`config.mk`:
```
export PLATFORM = sky130hd
export DESIGN_NAME = poly_compress_pack
export DESIGN_NICKNAME = d
export VERILOG_FILES = /design/src/rtl/poly_compress_pack.sv
export SDC_FILE = /design/constraint.sdc
export NUM_CORES = 1
export LEC_CHECK = 0
export ABC_CLOCK_PERIOD_IN_PS = 4930
export CAP_MARGIN = 0
export CORE_AREA = 8 8 129 131
export DETAILED_ROUTE_END_ITERATION = 8
export DIE_AREA = 0 0 137 139
export PLACE_DENSITY = 0.74
export REMOVE_ABC_BUFFERS = 1
export SLEW_MARGIN = 20
export SYNTH_ARGS = -nofsm -noshare
export SYNTH_HDL_FRONTEND = slang
export SYNTH_SLANG_ARGS = --single-unit
```
`constraint.sdc`:
```
create_clock -name i_clk -period 4.93 [get_ports i_clk]
set_input_delay 0.493 -clock i_clk [delete_from_list [all_inputs] [get_ports i_clk]]
set_output_delay 0.493 -clock i_clk [all_outputs]
set_load 0.05 [all_outputs]
```
`src/rtl/poly_compress_pack.sv`:
```
// Kyber poly_compress: reads N coefficients from a 1-cycle RAM, compresses each to d bits
// and packs them LSB-first into a valid/ready byte stream.
module poly_compress_pack #(
    parameter int KYBER_N    = 256,
    parameter int KYBER_Q    = 3329,
    parameter int DATA_WIDTH = 12,
    parameter int ADDR_WIDTH = 8,
    parameter int D_MAX      = 11
) (
    input  logic                  i_clk,
    input  logic                  i_rst,
    input  logic                  i_start,
    input  logic [3:0]            i_d_sel,
    output logic                  o_busy,
    output logic                  o_done,
    output logic                  o_err,
    output logic [ADDR_WIDTH-1:0] o_coef_raddr,
    input  logic [DATA_WIDTH-1:0] i_coef_rdata,
    output logic [7:0]            o_byte_data,
    output logic                  o_byte_valid,
    input  logic                  i_byte_ready,
    output logic [8:0]            o_byte_idx
);
    localparam int ACC_W  = D_MAX + 7;
    localparam int NUM_W  = DATA_WIDTH + D_MAX;
    localparam int QB     = D_MAX + 1;
    localparam int FILL_W = $clog2(ACC_W + 1);
    localparam logic [DATA_WIDTH-1:0] Q_L = DATA_WIDTH'(KYBER_Q);

    typedef enum logic [2:0] {S_IDLE, S_RD, S_WT, S_CALC, S_PACK, S_EMIT, S_FIN} state_t;

    state_t                r_state, w_next;
    logic [3:0]            r_d;
    logic [ADDR_WIDTH-1:0] r_addr;
    logic [8:0]            r_idx;
    logic [ACC_W-1:0]      r_acc;
    logic [FILL_W-1:0]     r_fill;
    logic [NUM_W-1:0]      r_rem;
    logic [QB-1:0]         r_q;
    logic [3:0]            r_cnt;
    logic                  r_err;

    logic                  w_legal, w_ge, w_hs, w_last;
    logic [DATA_WIDTH-1:0] w_x;
    logic [NUM_W-1:0]      w_num, w_dsh;
    logic [ACC_W-1:0]      w_mask, w_ins;

    always_comb begin
        case (i_d_sel)
            4'd1, 4'd4, 4'd5, 4'd10, 4'd11: w_legal = 1'b1;
            default:                        w_legal = 1'b0;
        endcase
    end

    // Inputs may be in [0,2Q); one conditional subtract fully reduces them.
    assign w_x    = (i_coef_rdata >= Q_L) ? i_coef_rdata - Q_L : i_coef_rdata;
    assign w_num  = (NUM_W'(w_x) << r_d) + NUM_W'(KYBER_Q / 2);
    // Quotient fits in QB bits, so restoring division starts at Q<<(QB-1).
    assign w_dsh  = NUM_W'(KYBER_Q) << r_cnt;
    assign w_ge   = r_rem >= w_dsh;
    assign w_mask = (ACC_W'(1) << r_d) - ACC_W'(1);
    assign w_ins  = (ACC_W'(r_q) & w_mask) << r_fill;
    assign w_last = r_addr == ADDR_WIDTH'(KYBER_N - 1);
    assign w_hs   = o_byte_valid & i_byte_ready;

    always_ff @(posedge i_clk) begin
        if (i_rst) r_state <= S_IDLE;
        else       r_state <= w_next;
    end

    always_comb begin
        w_next = r_state;
        case (r_state)
            S_IDLE: if (i_start && w_legal) w_next = S_RD;
            S_RD:   w_next = S_WT;
            S_WT:   w_next = S_CALC;
            S_CALC: if (r_cnt == 4'd0) w_next = S_PACK;
            S_PACK: w_next = S_EMIT;
            S_EMIT: if (r_fill < FILL_W'(8)) w_next = w_last ? S_FIN : S_RD;
            S_FIN:  w_next = S_IDLE;
            default: w_next = S_IDLE;
        endcase
    end

    always_ff @(posedge i_clk) begin
        if (i_rst) begin
            r_d <= '0; r_addr <= '0; r_idx <= '0; r_acc <= '0; r_fill <= '0;
            r_rem <= '0; r_q <= '0; r_cnt <= '0; r_err <= 1'b0;
        end else begin
            r_err <= 1'b0;
            case (r_state)
                S_IDLE: if (i_start) begin
                    if (w_legal) begin
                        r_d <= i_d_sel; r_addr <= '0; r_idx <= '0;
                        r_acc <= '0; r_fill <= '0;
                    end else begin
                        r_err <= 1'b1;
                    end
                end
                S_WT: begin
                    r_rem <= w_num;
                    r_q   <= '0;
                    r_cnt <= 4'(QB - 1);
                end
                S_CALC: begin
                    if (w_ge) begin
                        r_rem        <= r_rem - w_dsh;
                        r_q[r_cnt]   <= 1'b1;
                    end
                    r_cnt <= r_cnt - 4'd1;
                end
                S_PACK: begin
                    r_acc  <= r_acc | w_ins;
                    r_fill <= r_fill + FILL_W'(r_d);
                end
                S_EMIT: begin
                    if (w_hs) begin
                        r_acc  <= r_acc >> 8;
                        r_fill <= r_fill - FILL_W'(8);
                        r_idx  <= r_idx + 9'd1;
                    end else if (r_fill < FILL_W'(8) && !w_last) begin
                        r_addr <= r_addr + ADDR_WIDTH'(1);
                    end
                end
                default: ;
            endcase
        end
    end

    assign o_busy       = (r_state != S_IDLE) && (r_state != S_FIN);
    assign o_done       = r_state == S_FIN;
    assign o_err        = r_err;
    assign o_coef_raddr = r_addr;
    assign o_byte_data  = r_acc[7:0];
    assign o_byte_valid = (r_state == S_EMIT) && (r_fill >= FILL_W'(8));
    assign o_byte_idx   = r_idx;
endmodule
```
==> impl_metrics.json <==
{
  "start_util_pct": 53.6,
  "fin_skew_ps": 12.4,
  "drive_gt1_share_pct": 7.83,
  "cts_resized": 0,
  "first_global_vias": 7469,
  "layout.nets": 1154,
  "dieArea_um2": 19000,
  "antenna_found_initial": 0,
  "ctsRootBufferMaster": "clkbuf_16",
  "drc": 0,
  "grt_usage_pct": 24.1,
  "cts_buffer_depth": 2,
  "p_per_area_nw_per_um2": 426,
  "hold_path_class": "reg2reg",
  "syn_to_final_growth_pct": 10.7,
  "fin_crit_ps": 4450,
  "num_antenna_cells": 0,
  "grt_setup_unrepaired": "false",
  "drv_cap": 0,
  "finish.utilization_pct": 59.4,
  "final_antenna_net_count": 0,
  "r2r_start": "r_cnt[1]",
  "dr.pass1.iters": 7,
  "rows": 45,
  "grt_pass1_wl_um": 38000,
  "final-max-slew-violation-count": 0,
  "worst_slew_pin_slew_ps": 849,
  "synthArstFlopShare_pct": 0,
  "port_buffers": 48,
  "slew_headroom_pct": 43.0,
  "min_from": "r_acc[1]",
  "ctsHtreeMaxLevel": 3,
  "critPathKind": "in2reg",
  "status": "finished, final reports clean",
  "synth_warnings": 0,
  "tns_ps": 0,
  "numCtsBuffers": 9,
  "cts_hold_buf": 0,
  "hold_violations": 0,
  "gp_congestion": 0.984,
  "power.leakage_nw": 3.18,
  "grt-ovfl-total": 0,
  "setup_viol": 0,
  "ys.flop_type": "dfxtp_1",
  "synth_edf_count": 0,
  "yosysUniqueCellTypes": 91,
  "clk_latency_ps": 350,
  "worstPathRequired_ps": 5190,
  "end_kind": "flop",
  "dp.cells": 1270,
  "wl_per_cell_um": 18.1,
  "syn_area_um2": 7910,
  "die_h_um": 139,
  "grt_max_degree": 44,
  "die_x_um": 137,
  "drt-vias-per-instance": 6.42,
  "design.core.area_um2": 14800,
  "cp-start-kind": "input port",
  "vias": 8261,
  "holdWs_ps": 455,
  "num_io_pins": 49,
  "final_cell_count_no_fill": 1286,
  "fmax_mhz": 225,
  "cts_tree": "built",
  "syn_area_per_cell_um2": 7.27,
  "path_max_fanout": 7,
  "postSynthCellCount": 1088,
  "ir_worst_vdd_mv": 0.205,
  "post-cts-setup-buffers": 0,
  "crit_arrival_ps": 4710,
  "first_iter_violations": 939,
  "period_share_pct": 90.3,
  "cts_sinks": 87,
  "clkTransAtPathRegs_ps": 70,
  "synth-seq-cells": 87,
  "wirelength_um": 23200,
  "dp_hpwl_um": 17200,
  "critPathLaunch": "i_coef_rdata[1]",
  "synth_seq_area_share_pct": 22.0
}
==> cell usage after synthesis (13+ instances only) <==
cell type / instances / share of area, %
nand2_1: 107 / 5.1
a211oi_1: 19 / 1.8
o211ai_1: 17 / 1.6
mux2i_1: 20 / 2.5
nor3_1: 32 / 2.0
nor4_1: 14 / 1.1
xnor2_1: 19 / 2.1
nand3_1: 24 / 1.5
nor2_1: 129 / 6.1
o21ai_0: 74 / 4.7
xor2_1: 22 / 2.4
and2_1: 13 / 1.0
a21oi_1: 93 / 5.9
dfxtp_1: 87 / 22
a31oi_1: 19 / 1.5
nor2b_1: 15 / 1.2
clkbuf_1: 62 / 2.9
inv_1: 27 / 1.3
ha_1: 39 / 6.2
a21o_1: 16 / 1.5
==> routing by layer <==
| metal | track usage, % | vias to the layer above | share of wire, % |
|---|---|---|---|
| met4 | 7.49 | 0 | 2.4 |
| li1 | - | 4032 | - |
| met1 | 34.7 | 3849 | 47 |
| met3 | 3.30 | 42 | 7.0 |
| met2 | 35.8 | 338 | 43 |
| met5 | 0 | - | 0 |
==> placed cells by master, fill, tap and decap left out, drive strengths merged, types with 9 or more instances in the layout <==
cell type	instances
o21a	9
inv	30
nand2b	10
xnor2	19
clkdlybuf4s50	47
nor2	129
nand2	107
or2	13
nand3	24
a21oi	93
xor2	22
a31oi	19
mux2i	20
nor2b	15
a22oi	10
clkbuf	10
a2111oi	9
mux2	9
ha	39
nor3	34
o211ai	18
dfxtp	87
o21ai	76
and2	14
a21o	16
a211oi	19
nor4	16
o31ai	10
buf	27
or3	9
==> cells by family (layout without fill, tap and decap cells) <==
| kind of cell | after synthesis | count (layout) | share of synthesized area (%) |
|---|---|---|---|
| flops | 87 | 87 | 22.0 |
| fa+ha+maj | 41 | 41 | 6.67 |
| compound gates | 367 | 367 | 31.4 |
| buf+inv | 110 | 120 | 5.76 |
| simple gates | 410 | 410 | 25.0 |
| xor+xnor | 41 | 41 | 4.54 |
| mux | 32 | 32 | 4.66 |
==> worst paths after layout <==
check	end	slack [ps]	cells after the start
max	r_rem[13]	480	17
max reg2reg	r_rem[15]	670	14
min	r_acc[1]	460	2
min reg2reg	r_acc[1]	460	2
==> layout make-up <==
type	count	area (um2)
Fill cell	1400	5990
Multi-Input combinational cell	891	5720
Sequential cell	87	1740
Timing Repair Buffer	74	671
Tap cell	188	235
Clock buffer	10	229
Inverter	30	113
Clock inverter	6	52.6
==> registers in the layout (all words and copies together) (netlist names) <==
signal        cells
r_d               4
o_err             1
r_q              12
r_state           3
o_coef_raddr      8
r_fill            5
r_cnt             4
r_rem            23
r_acc            18
o_byte_idx        9
==> report_power, final <==
| part | total [W] | leakage, nW | internal (W) | switching (W) |
|---|---|---|---|---|
| Combinational | 0.00218 | 2.34 | 0.000849 | 0.00133 |
| Sequential | 0.000902 | 0.706 | 0.000790 | 0.000112 |
| Clock | 0.000657 | 0.131 | 0.000349 | 0.000308 |
==> worst max-delay path, cell delays in order <==
cell and delay [ps]:
clkdlybuf4s50_1 510, inv_1 80, ha_1 250, nor4b_1 420
nand2_1 200, a221oi_1 610, a21oi_1 220, mux4_2 590
nand2_1 100, o21ai_0 110, ha_1 230, inv_1 90
o21ai_0 130, o21ai_0 220, xnor2_1 150, mux2i_1 90
a211oi_1 220
==> stage by stage <==
stage / power, W / area (um2) / setup slack, ps
CTS: 0.00370 / 8760 / 576
floorplan: 0.00245 / 7570 / 1030
global route: 0.00401 / 8760 / 160
finish: 0.00373 / 8760 / 479
detailed placement: 0.00303 / 8480 / 243
global placement: 0.00302 / 8480 / 386
Note: power is estimated with default switching activity, not from simulation.
